--- config.mk ---
export PLATFORM = sky130hd
export DESIGN_NAME = cond_unit
export DESIGN_NICKNAME = d
export VERILOG_FILES = /design/src/rtl/cond_pkg.sv /design/src/rtl/cond_check.sv /design/src/rtl/cond_unit.sv
export SDC_FILE = /design/constraint.sdc
export NUM_CORES = 1
export LEC_CHECK = 0
export BUFFER_PORTS_ARGS = -buffer_cell sky130_fd_sc_hd__buf_4
export CAP_MARGIN = 40
export CORE_AREA = 2 2 93 95
export DETAILED_ROUTE_END_ITERATION = 16
export DIE_AREA = 0 0 95 97
export GPL_TIMING_DRIVEN = 0
export PLACE_DENSITY = 0.53
export SYNTH_ARGS = -nofsm -noshare
export SYNTH_HDL_FRONTEND = slang
export SYNTH_SLANG_ARGS = --single-unit
--- constraint.sdc ---
create_clock -name clk -period 2.1 [get_ports clk]
set_clock_uncertainty 0.15 [all_clocks]
set_input_delay 0.105 -clock clk [delete_from_list [all_inputs] [get_ports clk]]
set_output_delay 0.105 -clock clk [all_outputs]
set_load 0.02 [all_outputs]
--- src/rtl/cond_pkg.sv ---
// Shared definitions for the execute-stage condition unit: ARM condition
// encodings and bit positions inside the {N,Z,C,V} flag vector.
package cond_pkg;

    localparam logic [3:0] COND_EQ = 4'h0;
    localparam logic [3:0] COND_NE = 4'h1;
    localparam logic [3:0] COND_CS = 4'h2;
    localparam logic [3:0] COND_CC = 4'h3;
    localparam logic [3:0] COND_MI = 4'h4;
    localparam logic [3:0] COND_PL = 4'h5;
    localparam logic [3:0] COND_VS = 4'h6;
    localparam logic [3:0] COND_VC = 4'h7;
    localparam logic [3:0] COND_HI = 4'h8;
    localparam logic [3:0] COND_LS = 4'h9;
    localparam logic [3:0] COND_GE = 4'hA;
    localparam logic [3:0] COND_LT = 4'hB;
    localparam logic [3:0] COND_GT = 4'hC;
    localparam logic [3:0] COND_LE = 4'hD;
    localparam logic [3:0] COND_AL = 4'hE;
    localparam logic [3:0] COND_NV = 4'hF;

    localparam int FLAG_N = 3;
    localparam int FLAG_Z = 2;
    localparam int FLAG_C = 1;
    localparam int FLAG_V = 0;

endpackage

--- src/rtl/cond_check.sv ---
// Combinational ARM condition-code evaluator: decides whether an instruction
// with condition Cond executes under the architectural flags.
module cond_check
    import cond_pkg::*;
(
    input  logic [3:0] Cond,
    input  logic [3:0] Flags,
    output logic       pass
);

    logic n, z, c, v;

    assign n = Flags[FLAG_N];
    assign z = Flags[FLAG_Z];
    assign c = Flags[FLAG_C];
    assign v = Flags[FLAG_V];

    always_comb begin
        // NOTE: pass gets a value before the case so no path can leave it unassigned (no latch).
        pass = 1'b1;
        case (Cond)
            COND_EQ: pass = z;
            COND_NE: pass = ~z;
            COND_CS: pass = c;
            COND_CC: pass = ~c;
            COND_MI: pass = n;
            COND_PL: pass = ~n;
            COND_VS: pass = v;
            COND_VC: pass = ~v;
            COND_HI: pass = c & ~z;
            COND_LS: pass = ~c | z;
            COND_GE: pass = (n == v);
            COND_LT: pass = (n != v);
            COND_GT: pass = ~z & (n == v);
            COND_LE: pass = z | (n != v);
            default: pass = 1'b1;  // AL, and 4'hF treated as unconditional
        endcase
    end

endmodule

--- src/rtl/cond_unit.sv ---
// Execute-stage condition unit: decode->execute control register, NZCV flag
// register, gated write strobes and saturating executed/skipped counters.
module cond_unit
    import cond_pkg::*;
#(
    parameter int CNT_W = 16
) (
    input  logic             clk,
    input  logic             reset_n,
    input  logic             D_Valid,
    input  logic [3:0]       D_Cond,
    input  logic [1:0]       D_FlagW,
    input  logic             D_PCS,
    input  logic             D_RegW,
    input  logic             D_MemW,
    input  logic             D_NoWrite,
    input  logic             Stall,
    input  logic             Flush,
    input  logic [3:0]       ALUFlags,
    output logic             PCSrc,
    output logic             RegWrite,
    output logic             MemWrite,
    output logic             CondEx,
    output logic [3:0]       Flags,
    output logic [CNT_W-1:0] ExecCnt,
    output logic [CNT_W-1:0] SkipCnt
);

    localparam logic [CNT_W-1:0] CNT_MAX = '1;

    logic       E_Valid;
    logic [3:0] E_Cond;
    logic [1:0] E_FlagW;
    logic       E_PCS, E_RegW, E_MemW, E_NoWrite;
    logic       pass;
    logic       retire;

    cond_check u_cond_check (
        .Cond  (E_Cond),
        .Flags (Flags),
        .pass  (pass)
    );

    assign CondEx   = E_Valid & pass;
    assign PCSrc    = E_PCS & CondEx;
    assign RegWrite = E_RegW & ~E_NoWrite & CondEx;
    assign MemWrite = E_MemW & CondEx;
    assign retire   = E_Valid & ~Stall & ~Flush;

    // NOTE: sequential state uses non-blocking assignments so every register samples pre-edge values.
    always_ff @(posedge clk or negedge reset_n) begin
        if (!reset_n) begin
            E_Valid   <= 1'b0;
            E_Cond    <= 4'h0;
            E_FlagW   <= 2'b00;
            E_PCS     <= 1'b0;
            E_RegW    <= 1'b0;
            E_MemW    <= 1'b0;
            E_NoWrite <= 1'b0;
        end else if (Flush) begin
            E_Valid <= 1'b0;
        end else if (!Stall) begin
            E_Valid   <= D_Valid;
            E_Cond    <= D_Cond;
            E_FlagW   <= D_FlagW;
            E_PCS     <= D_PCS;
            E_RegW    <= D_RegW;
            E_MemW    <= D_MemW;
            E_NoWrite <= D_NoWrite;
        end
    end

    // Flags and counters move only when the execute instruction actually leaves the stage.
    always_ff @(posedge clk or negedge reset_n) begin
        if (!reset_n) begin
            Flags   <= 4'h0;
            ExecCnt <= '0;
            SkipCnt <= '0;
        end else if (retire) begin
            if (CondEx) begin
                if (E_FlagW[1]) Flags[FLAG_N:FLAG_Z] <= ALUFlags[FLAG_N:FLAG_Z];
                if (E_FlagW[0]) Flags[FLAG_C:FLAG_V] <= ALUFlags[FLAG_C:FLAG_V];
                if (ExecCnt != CNT_MAX) ExecCnt <= ExecCnt + 1'b1;
            end else begin
                if (SkipCnt != CNT_MAX) SkipCnt <= SkipCnt + 1'b1;
            end
        end
    end

endmodule

After elaboration in Yosys (flattened, before gate mapping)
Index checks and enable logic that the tools add are counted.
- equal/unequal tests: 18
- bitwise operators: 19
- reductions and logical operators: 6
- add/sub/neg operators: 2
- multiplexer cells: 3
- operators by type and width (cell ; count):
    $add A16 B1 Y16 const B ; 2
    $ne A16 B16 Y1 const B ; 2
    $eq A4 B4 Y1 const B ; 6
    $eq A4 B3 Y1 const B ; 4
    $pmux W1 S14 ; 1
    $reduce_and A3 Y1 ; 4
    $and A1 B1 Y1 ; 9
    $eq A4 B2 Y1 const B ; 2
    $not A1 Y1 ; 8
    $eq A4 B1 Y1 const B ; 1
    $logic_not A4 Y1 ; 1
    $mux W1 ; 2
    $ne A2 B1 Y1 const B ; 1
    $or A1 B1 Y1 ; 2
    $reduce_and A2 Y1 ; 1
    $eq A1 B1 Y1 ; 1
    $ne A1 B1 Y1 ; 1
- word-level logic and storage cells: 59
- flip-flop bits (word level): 47
- input port bits: 19
- output and inout port bits: 40

Logic depth before layout (Yosys ltp)
- word-level depth: 6
- gate-level depth with buffers: 8
- depth with buffers taken out: 7

By module
From an unflattened synthesis, not the netlist that was laid out.
- cells, all modules: 207
- area, all modules: 2352.3 um2
- by module, submodules not included (module ; cells an instance ; times used ; area an instance (um2) ; seq. area each (um2)):
    cond_unit ; 184 ; 1 ; 2187.1 ; 1176.1
    cond_check ; 23 ; 1 ; 165.2 ; 0.0

Least setup slack after synthesis
Ideal clock, no wire load.
- path type: register -> register
- start point: register ExecCnt[3]
- end point: register ExecCnt[1]
- data required time: 1825 ps
- slack: -100 ps
- stages on the path, launching flop included: 7
- data arrival time: 1925 ps
- cell sequence: dfrtp_1 -> and3_1 -> nand4_1 -> nor4_2 -> nor2_1 -> nand2_2 -> mux2_4
- cells in the longest elaborated chain, start to end: 2
- ends and longest elaborated chain (item ; RTL line ; RTL):
    from (decl) ; cond_unit.sv:25 ; output logic [CNT_W-1:0] ExecCnt,
    from (signal assigned) ; cond_unit.sv:83 ; if (ExecCnt != CNT_MAX) ExecCnt <= ExecCnt + 1'b1;
    $ne A16 B16 Y1 ; cond_unit.sv:83 ;
    $reduce_and A3 Y1 (no source line) ; -- ;
No other way between the ends.
A chain may end at the register's enable or synchronous reset.

Worst setup path after layout
- start point: register E_Cond[3]
- end point: register SkipCnt[1]
- cells in the longest elaborated chain, start to end: 5
- elaborated cells on any way between the ends: 18
- ends and longest elaborated chain (item ; RTL line ; RTL):
    from (decl) ; cond_unit.sv:32 ; logic [3:0] E_Cond;
    from (signal assigned) ; cond_unit.sv:64 ; E_Cond <= D_Cond;
    $eq A4 B4 Y1, or another cell as far along ; cond_check.sv:21 ; case (Cond)
    $pmux W1 S14 * ; cond_check.sv:21 ;
    $and A1 B1 Y1 * ; cond_unit.sv:44 ; assign CondEx = E_Valid & pass;
    $not A1 Y1 (no source line) * ; -- ;
    $reduce_and A3 Y1 (no source line) * ; -- ;
    to (signal assigned) ; cond_unit.sv:85 ; if (SkipCnt != CNT_MAX) SkipCnt <= SkipCnt + 1'b1;
    to (decl) ; cond_unit.sv:26 ; output logic [CNT_W-1:0] SkipCnt
Mark *: on every way between the ends. The rest lies on a longest branch, timed or not.

==> results.toml <==
[synth]
mappedNetlistNets = 241
syn_inst = 220
async_flop_share_pct = 100
synth_top_cell_by_area = "dfrtp_1"
synth_top_family_by_area = "simple AND/OR/NAND/NOR gates"
synth_area_um2 = 2420
synth_top_area_share_pct = 48.7
ys_types = 41
synth_simple_gate_area_share_pct = 24.9
ys_ff_latch = 47
synth_compound_area_share_pct = 2.69
synth.area.top_cells = "dfrtp_1 49%, xnor2_1 7.2%, mux2_2 6.5%"
yosys.area_share.adder_pct = 1.04
synth_xor_area_share_pct = 12.0
synth_ff_type = "dfrtp_1"
muxShareOfSynthArea_pct = 8.59
ys_seq_area_share_pct = 48.7
yosysWarnings = 0
synth_edf_count = 0
synth_area_per_cell_um2 = 11.0

[flow_run]
drv_cap = 0

[final_layout]
drive_above_1_share_pct = 46.5
antenna_cells = 0
final_cells = 423
area_growth_pct = 55.7
nNetsFinal = 338

[sta]
fin_crit_ps = 2340
rsz0062_at_grt = "yes"
worst_pin_slew_ps = 613
setup_viol = 21
hold_violations = 0
drv_slew = 0
fin_ws_ps = -237
fmax_ghz = 0.428
hold_slack_ps = 66.1
max_slew_margin_pct = 59.2
timing.final.crit_share_pct = 111

[power]
total_power_mw = 2.84
cellPowerDensity_nw_per_um2 = 755
p_leak_nw = 1.73
vdd.ir_drop.worst_mv = 0.367

[critical_path]
cp.arrival_ps = 2380
end_kind = "flop"
required_ps = 2140
start_kind = "flop"
critPathKind = "flop to flop"
cp_max_fo = 8

[global_routing]
overflow = 0
grtUsageTotal_pct = 13.5
grt_max_degree = 48
grt_pass1_vias = 1937
antenna_found_initial = 0
grt_pass1_wl_um = 9980

[clocking]
clockBufferDepth = 2
numClockSinks = 47
path_clk_slew_ps = 90
cts_made_buffers = 5
clkLatencyLatePin_ps = 300
cts_tree = "yes"
htree_levels = 2
cts-root-buf = "clkbuf_8"

[drt]
drt_wl_total_um = 6290
vias = 2058
drt_first_pass_iters = 4
drt_iter0_drc = 108
route.detailed.drc = 0
viasPerCell = 4.87
routedWlPerCell_um = 14.9
ant_nets = 0

[floorplanning]
placementRows = 33
start_util_pct = 29.7
fp.dieW_um = 95
ios = 59
core_area_um2 = 8130
die_h_um = 97
die-area_um2 = 9220

[outcome]
failed_checks = "setup timing"
status = "finished, violations left"

[hold_path]
worstHoldPathType = "input port to flop"

[placed_design]
dp.cells = 383
place_ws_ps = -263
hpwl_um = 4060
gp_congestion = 0.756
portBuffers = 58
## repair_timing
action	in CTS	in global routing
hold endpoints to repair	62	0
pin swaps	8	17
hold buffers	17	0
setup endpoints to repair	40	40
buffers inserted	7	8
gates resized for setup	28	43
## where the power goes
part / switching (mW) / internal [mW]
sequential: 0.121 / 1.00
combinational: 0.492 / 0.526
clock: 0.312 / 0.386
total: 0.925 / 1.92
## critical path, cell delays in order (launching register included)
cell and delay [ps]:
dfrtp_1 380, buf_6 130, and3b_1 180, a22oi_2 170
xnor2_2 160, o2111ai_4 180, buf_12 180, or3_4 380
mux2_4 300
## flip-flops by register name, summed over array words and instances, names as in the netlist
name,count
E_RegW,1
ExecCnt,16
E_PCS,1
E_NoWrite,1
Flags,4
E_MemW,1
E_Valid,1
E_Cond,4
E_FlagW,2
SkipCnt,16
## metal layers
metal	routed length (um)	share of wire (%)	track usage (%)
met4	101	1.6	4.01
met5	0	0	0
met3	219	3.5	2.57
met1	2930	47	20.1
met2	3040	48	19.9
## synth_stat cells, drive strengths merged (3+ instances only)
master / n
dfrtp: 47
and2: 3
xnor2: 20
nand2: 20
nor2: 9
nor3b: 3
nor4: 8
nand3: 13
and3: 8
mux2: 16
xor2: 13
nand4: 15
clkbuf: 3
nor3: 11
buf: 5
## metrics by stage
step | setup TNS (ps) | utilization, % | area (um^2)
3_3_place_gp | -4980 | 37.0 | 3010
5_1_grt | -6240 | 46.3 | 3760
4_1_cts | -2820 | 43.2 | 3510
3_5_place_dp | -5640 | 37.0 | 3010
2_1_floorplan | -37.1 | - | 2440
6_report | -2390 | 46.3 | 3760
## placed cells by master, fill, tap and decap left out, drive strengths merged, types with 2 or more instances in the layout
cell type    netlist  layout
nor2               9       9
dfrtp             47      47
or3                2       2
nand4             15      15
nand2             20      20
dlygate4sd3        0      17
ha                 2       2
buf                5      78
and2               3       3
a21oi              2       2
nor4               8       8
mux2              16      16
clkbuf             3       9
inv                2       2
xnor2             20      20
and3               8       8
mux2i              2       2
nand3             13      13
nor3              11      11
nor3b              3       3
xor2              13      13
nor4b              2       2
and3b              2       2
## worst paths after layout
path / slack [ps] / to / start / depth (start not counted)
max: -240 / SkipCnt[1] / E_Cond[3] / 8
min: 70 / E_Cond[1] / Flush / 3
max reg2reg: -240 / SkipCnt[1] / E_Cond[3] / 8
min reg2reg: 350 / ExecCnt[5] / ExecCnt[5] / 1
max in group asynchronous: 1140 / Flags[0] / reset_n / 2
min in group asynchronous: 190 / SkipCnt[12] / reset_n / 2
## area by class of cell
class                      instances  area, um^2
buffer                             8        73.8
clock buffer                       6        82.6
clock inverter                     2        35.0
fill                             752        4370
inverter                           2        7.51
multi-input combinational        163        1490
sequential                        47        1180
tap                              105         131
timing repair buffer              90         762
## logic make-up after synthesis
kind of cell               count (synthesis)
and+or+nand+nor                          102
DFF                                       47
xor gates and xnor gates                  33
muxes                                     18
buffers and inverters                     10
AOI/OAI and AO/OA                          8
adders and majority gates                  2
Power figures use the tool's default switching activity.
